<file path="config.mk">
export PLATFORM = sky130hd
export DESIGN_NAME = id_ex_stage_register
export DESIGN_NICKNAME = d
export VERILOG_FILES = /design/src/rtl/id_ex_stage_register.sv
export SDC_FILE = /design/constraint.sdc
export NUM_CORES = 1
export LEC_CHECK = 0
export ABC_AREA = 1
export CORE_AREA = 5 5 128 130
export DETAILED_ROUTE_END_ITERATION = 8
export DIE_AREA = 0 0 133 135
export GPL_TIMING_DRIVEN = 0
export HOLD_SLACK_MARGIN = 0.05
export PLACE_DENSITY_LB_ADDON = 0.08
export SETUP_SLACK_MARGIN = 0.3
export SLEW_MARGIN = 20
export SYNTH_ARGS = -nofsm -noshare
export SYNTH_HDL_FRONTEND = slang
export SYNTH_SLANG_ARGS = --single-unit
export TNS_END_PERCENT = 50
</file>
<file path="constraint.sdc">
create_clock -name clk -period 3.55 [get_ports clk]
set_input_delay 0.5325 -clock clk [delete_from_list [all_inputs] [get_ports clk]]
set_output_delay 0.5325 -clock clk [all_outputs]
set_load 0.005 [all_outputs]
</file>
<file path="src/rtl/id_ex_stage_register.sv">
// ID/EX pipeline register with load-use bubble insertion, EX flush and global hold; 1-cycle latency.
// Optional saturating bubble/flush counters when ID_EX_PERF_CNT_EN is defined.
module id_ex_stage_register #(
    parameter int XLEN       = 32,
    parameter int REG_ADDR_W = 5
) (
    input  logic                  clk,
    input  logic                  rst_n,
    input  logic                  hold_i,
    input  logic                  flush_i,
    input  logic                  id_valid_i,
    input  logic [XLEN-1:0]       id_pc_i,
    input  logic [XLEN-1:0]       id_rs1_data_i,
    input  logic [XLEN-1:0]       id_rs2_data_i,
    input  logic [XLEN-1:0]       id_imm_i,
    input  logic [REG_ADDR_W-1:0] id_rs1_i,
    input  logic [REG_ADDR_W-1:0] id_rs2_i,
    input  logic [REG_ADDR_W-1:0] id_rd_i,
    input  logic [2:0]            id_funct3_i,
    input  logic                  id_rs1_used_i,
    input  logic                  id_rs2_used_i,
    input  logic                  id_write_i,
    input  logic                  id_store_i,
    input  logic                  id_load_i,
    input  logic                  id_branch_i,
    input  logic [1:0]            id_alu_operand_a_selector_i,
    input  logic                  id_alu_operand_b_selector_i,
    input  logic [1:0]            id_next_pc_selector_i,
    input  logic [2:0]            id_alu_operations_selector_i,
    output logic                  ex_valid_o,
    output logic [XLEN-1:0]       ex_pc_o,
    output logic [XLEN-1:0]       ex_rs1_data_o,
    output logic [XLEN-1:0]       ex_rs2_data_o,
    output logic [XLEN-1:0]       ex_imm_o,
    output logic [REG_ADDR_W-1:0] ex_rs1_o,
    output logic [REG_ADDR_W-1:0] ex_rs2_o,
    output logic [REG_ADDR_W-1:0] ex_rd_o,
    output logic [2:0]            ex_funct3_o,
    output logic                  ex_write_o,
    output logic                  ex_store_o,
    output logic                  ex_load_o,
    output logic                  ex_branch_o,
    output logic [1:0]            ex_alu_operand_a_selector_o,
    output logic                  ex_alu_operand_b_selector_o,
    output logic [1:0]            ex_next_pc_selector_o,
    output logic [2:0]            ex_alu_operations_selector_o,
    output logic                  stall_id_o
`ifdef ID_EX_PERF_CNT_EN
    ,
    output logic [31:0]           perf_bubble_cnt_o,
    output logic [31:0]           perf_flush_cnt_o
`endif
);

    typedef struct packed {
        logic                  valid;
        logic [XLEN-1:0]       pc;
        logic [XLEN-1:0]       rs1_data;
        logic [XLEN-1:0]       rs2_data;
        logic [XLEN-1:0]       imm;
        logic [REG_ADDR_W-1:0] rs1;
        logic [REG_ADDR_W-1:0] rs2;
        logic [REG_ADDR_W-1:0] rd;
        logic [2:0]            funct3;
        logic                  write;
        logic                  store;
        logic                  load;
        logic                  branch;
        logic [1:0]            alu_a_sel;
        logic                  alu_b_sel;
        logic [1:0]            next_pc_sel;
        logic [2:0]            alu_op;
    } stage_t;

    stage_t r_ex;
    stage_t w_id;
    logic   w_hazard;
    logic   w_load;

    assign w_id = '{
        valid:       id_valid_i,
        pc:          id_pc_i,
        rs1_data:    id_rs1_data_i,
        rs2_data:    id_rs2_data_i,
        imm:         id_imm_i,
        rs1:         id_rs1_i,
        rs2:         id_rs2_i,
        rd:          id_rd_i,
        funct3:      id_funct3_i,
        write:       id_write_i,
        store:       id_store_i,
        load:        id_load_i,
        branch:      id_branch_i,
        alu_a_sel:   id_alu_operand_a_selector_i,
        alu_b_sel:   id_alu_operand_b_selector_i,
        next_pc_sel: id_next_pc_selector_i,
        alu_op:      id_alu_operations_selector_i
    };

    // A load in EX whose rd is read by the valid ID instruction cannot be forwarded in time.
    assign w_hazard = r_ex.valid & r_ex.load & (r_ex.rd != '0) & id_valid_i &
                      ((id_rs1_used_i & (id_rs1_i == r_ex.rd)) |
                       (id_rs2_used_i & (id_rs2_i == r_ex.rd)));

    assign stall_id_o = w_hazard & ~flush_i;
    assign w_load     = ~flush_i & ~w_hazard & id_valid_i;

    // Flush, hazard and invalid ID all collapse into a fully zeroed bubble.
    always_ff @(posedge clk or negedge rst_n) begin
        if (!rst_n) begin
            r_ex <= '0;
        end else if (!hold_i) begin
            r_ex <= w_load ? w_id : '0;
        end
    end

    assign ex_valid_o                   = r_ex.valid;
    assign ex_pc_o                      = r_ex.pc;
    assign ex_rs1_data_o                = r_ex.rs1_data;
    assign ex_rs2_data_o                = r_ex.rs2_data;
    assign ex_imm_o                     = r_ex.imm;
    assign ex_rs1_o                     = r_ex.rs1;
    assign ex_rs2_o                     = r_ex.rs2;
    assign ex_rd_o                      = r_ex.rd;
    assign ex_funct3_o                  = r_ex.funct3;
    assign ex_write_o                   = r_ex.write;
    assign ex_store_o                   = r_ex.store;
    assign ex_load_o                    = r_ex.load;
    assign ex_branch_o                  = r_ex.branch;
    assign ex_alu_operand_a_selector_o  = r_ex.alu_a_sel;
    assign ex_alu_operand_b_selector_o  = r_ex.alu_b_sel;
    assign ex_next_pc_selector_o        = r_ex.next_pc_sel;
    assign ex_alu_operations_selector_o = r_ex.alu_op;

`ifdef ID_EX_PERF_CNT_EN
    logic [31:0] r_bubble_cnt;
    logic [31:0] r_flush_cnt;

    // Flush takes precedence, so a hazard masked by a flush counts only as a flush bubble.
    always_ff @(posedge clk or negedge rst_n) begin
        if (!rst_n) begin
            r_bubble_cnt <= '0;
            r_flush_cnt  <= '0;
        end else if (!hold_i) begin
            if (flush_i && r_flush_cnt != 32'hFFFF_FFFF)
                r_flush_cnt <= r_flush_cnt + 32'd1;
            if (!flush_i && w_hazard && r_bubble_cnt != 32'hFFFF_FFFF)
                r_bubble_cnt <= r_bubble_cnt + 32'd1;
        end
    end

    assign perf_bubble_cnt_o = r_bubble_cnt;
    assign perf_flush_cnt_o  = r_flush_cnt;
`endif

endmodule

</file>
## After elaboration in Yosys (flattened, before gate mapping)

Index checks and enable logic that the tools add are counted.

| storage, ports and cells | value |
|---|---|
| latch bits | 0 |
| bits in writable memories | 0 |
| output and inout bits | 160 |
| register bits after elaboration | 159 |
| word-level logic and storage cells | 33 |
| ROM bits | 0 |
| bits of input ports | 165 |
| memories | 0 |

| operators by class | value |
|---|---|
| div/mod/pow operators | 0 |
| $mul | 0 |
| order comparisons | 0 |
| bitwise gates (word level) | 12 |
| eq/ne operators | 2 |
| shifts and indexed selects | 0 |
| $add $sub $neg | 0 |
| reductions and logical operators | 1 |
| mux-type cells | 1 |

Operator list:

| kind | count |
|---|---|
| $mux 159 | 1 |
| $eq 5x5->1 | 2 |
| $and 1x1->1 | 9 |
| $reduce_bool 5->1 | 1 |
| $not 1->1 | 2 |
| $or 1x1->1 | 1 |

## Logic depth before layout (Yosys ltp)

| depth | value |
|---|---|
| word-level depth | 8 |
| gate-level depth with buffers | 11 |
| mapped depth without buffers | 9 |

## Least setup slack after synthesis

No wires, ideal clock.

| timing | value |
|---|---|
| kind | in2out |
| from | input id_rs2_i[1] |
| to | output stall_id_o |
| slack | 1.756 ns |
| stages on the path | 9 |
| data arrival time | 1.262 ns |
| required time | 3.017 ns |
| cell sequence | inv_1 -> nand2_1 -> nand2_1 -> nor2_1 -> nand3_1 -> nand2_1 -> nand2_2 -> clkbuf_1 -> nor2_1 |

| on the way | value |
|---|---|
| longest elaborated chain between the ends | 5 |

Ends and longest elaborated chain:

| element | RTL line | text |
|---|---|---|
| start, declared | 17 | `input logic [REG_ADDR_W-1:0] id_rs2_i,` |
| $eq 5x5->1 | 103 | `(id_rs2_used_i & (id_rs2_i == r_ex.rd)));` |
| $and 1x1->1 | 103 |  |
| $or 1x1->1 | 102 | `((id_rs1_used_i & (id_rs1_i == r_ex.rd)) \|` |
| $and 1x1->1 | 101 | `assign w_hazard = r_ex.valid & r_ex.load & (r_ex.rd != '0) & id_valid_i &` |
| $and 1x1->1 | 105 | `assign stall_id_o = w_hazard & ~flush_i;` |
| end, declared | 47 | `output logic stall_id_o` |

Every way passes these cells.

## Worst setup path in the final report

Ends and elaborated chain as after synthesis.

==> metrics.txt <==
Layout Cells excl Fill approximately 1300; post-layout util between 70% and 80%; final wirelength 21.89 mm; Reg2Reg Setup Slack ~1.9 ns; largest family of logic cells by synthesized area simple AND/OR/NAND/NOR gates; first-pass GRT wire length 33.51 mm; Diodes inserted 0; initial core utilization a little over two fifths; drt wl/cell between 15 and 20 um; Max VDD drop between 0.0003 and 0.0004 V; CTS Hold Bufs 0; Setup Total Neg Slack 0 ns; drt via density about 4.9; mux cell area share after synthesis 0%; number of I/O port buffers ~320; GRT Total Usage 24.04%; Worst Tran Pin Value between 0.6 and 0.7 ns; placed cells 1259; Die W 133 um; status finished, final reports clean; CP startpoint kind input pin; Synth Area in Adders 0%; Seq cells post-synth 159; nets roughly 1300; largest net degree at the start of global routing 87; routability-driven placement congestion ratio approximately 0.83; Slew HR 55.70%; Hold WC Path Type input pin to async pin; DRC errors left 0; CP bufs+invs 4; # rows between 40 and 50; DR iter-0 viols roughly 290; total power 4428 uW; vias in the first global route a little over 6000; H-tree level count 4; clock tree buffer depth 2; clock slew at reported path FFs 0.06 ns; leakage 0.005312 uW; Max Cap Viol 0; synthesized area ~0.0065 mm^2; CP max FO 10; Data arrival, critical path 2.55 ns; IO Count 325; post-synthesis cell type count 12; antenna viol nets, final 0; Synth Warn # 0; GR Overflow Total 0; reg2reg path depth 11; r2r startpoint ex_rd_o[3]$_DFFE_PN0N_; hpwl dp roughly 16 mm; Die ar. 0.01796 mm^2; TritonCTS Sinks around 160; core region area 0.01503 mm^2; final hold violations 0; Max Clock Freq ~320 MHz; commonest cells after routing, fill and taps aside nand2_1 (348), clkdlybuf4s50_1 (322), nand3_1 (160), dfrtp_1 (159), clkbuf_1 (26); Seq/Total Area, Yosys between 60% and 70%; initial antenna violation count 1; Mapped Avg Cell Area 8.723 um^2; Layout area overhead 62.65%; Post-Syn Nets approximately 900; CP Launch Point id_rs2_i[1]; CTS tree yes; fillers about 1200; Final Setup Violations 0; R2R Path End ex_rs2_data_o[10]$_DFFE_PN0N_; critical path's top delay family buffers and inverters; compound-gate portion of the synthesized area 0%; XOR/XNOR Fraction of Synth Area 0%; Worst Skew about 0.005 ns; post-layout min period about 3 ns; Max stage delay on crit path approximately 0.55 ns; critical path type input pin to primary output; Root Driver clkbuf_16; CP max-delay cell clkdlybuf4s50_1; share of layout cells above drive strength 1 roughly 5.8%; Die Y between 100 and 150 um; crit share post-route around 87%; postcts setup bufs 0; Top cell by count, worst path nand2_1; critical path required time around 3.0 ns; RSZ-0062 raised after global routing false; Worst-Skew Late Latency ~0.42 ns; CP Capture Type primary output; simple-gate share of the synthesized area about a third; Gate Count Post-Synth between 700 and 800; detailed-route via count roughly 6300; crit path cell chain clkdlybuf4s50_1 -> inv_1 -> nand2_1 -> nand2_1 -> nor2_1 -> nand3_1 -> nand2_1 -> nand2_2 -> clkbuf_1 -> nor2_1 -> clkdlybuf4s50_1; CTS Buf Count 17; most common cell after layout, fill and taps aside nand2_1; Pwr Density between 400 and 500 mW/mm^2; Initial DRT Pass Iterations 5; final hold slack about 0.07 ns; Max Slew Vio Count 0; # resized after CTS 0
[how the worst max path moves through the flow]
stage	to	slack (ns)	cells past startpoint
after floorplan	stall_id_o	1.76	9
after global placement	ex_alu_operand_b_selector_o$_DFFE_PN0N_	-4.71	1
after detailed placement	stall_id_o	0.47	11
after CTS	stall_id_o	0.47	11
after global routing	stall_id_o	0.32	11
final	stall_id_o	0.47	11
[logic make-up after synthesis]
kind of cell / after synthesis
buf+inv: 66
flops: 159
simple gates: 522
[per-layer routing]
layer / up-vias / part of all wire (%) / GRT usage [%]
li1: 3056 / - / -
met1: 2972 / 40 / 29.54
met2: 250 / 48 / 38.54
met3: 42 / 8.7 / 8.718
met4: 2 / 3.0 / 9.988
met5: - / 0.059 / 0
[final cells by class]
class / instances / area (um^2) / area share, %
flip-flops and latches: 159 / 3979 / 37.54
repair buffers: 324 / 3266 / 30.81
multi-input cells: 522 / 2182 / 20.59
clock buffers: 24 / 471.7 / 4.450
plain buffers: 52 / 302.8 / 2.857
well taps: 188 / 235.2 / 2.219
clock inverters: 7 / 110.1 / 1.039
inverters: 14 / 52.55 / 0.4958
[state kept, by name, summed over array words and instances, names as in the netlist, 2 cells and up]
signal,cells
ex_imm_o,32
ex_pc_o,32
ex_rs1_data_o,32
ex_rs2_data_o,32
ex_rd_o,5
ex_rs1_o,5
ex_rs2_o,5
ex_alu_operations_selector_o,3
ex_funct3_o,3
ex_alu_operand_a_selector_o,2
ex_next_pc_selector_o,2
[per-stage QoR]
step | setup slack (ns) | instance area (um^2)
after detailed placement | 0.4684 | 10020
after global placement | -4.707 | 9985
after CTS | 0.4651 | 10600
after floorplan | 1.756 | 6516
after global routing | 0.3197 | 10600
final | 0.4709 | 10600
[synthesized netlist by cell type]
| cell type | number | area [um^2] |
|---|---|---|
| nand2_1 | 348 | 1306 |
| clkbuf_1 | 21 | 78.83 |
| nand3_1 | 160 | 800.8 |
| dfrtp_1 | 159 | 3979 |
| inv_2 | 3 | 11.26 |
| buf_2 | 20 | 100.1 |
| inv_1 | 11 | 41.29 |
| nor3b_4 | 1 | 18.77 |
| nor2_1 | 10 | 37.54 |
| nand4_1 | 2 | 12.51 |
| buf_6 | 11 | 123.9 |
| nand2_2 | 1 | 6.260 |
[report_power, final]
part	switching (uW)	leakage [uW]	total (uW)	internal, uW
clock	683	0.000288	1820	1130
combinational	248	0.00288	638	390
sequential	58.8	0.00214	1970	1910
Note: power is estimated with default switching activity, not from simulation.
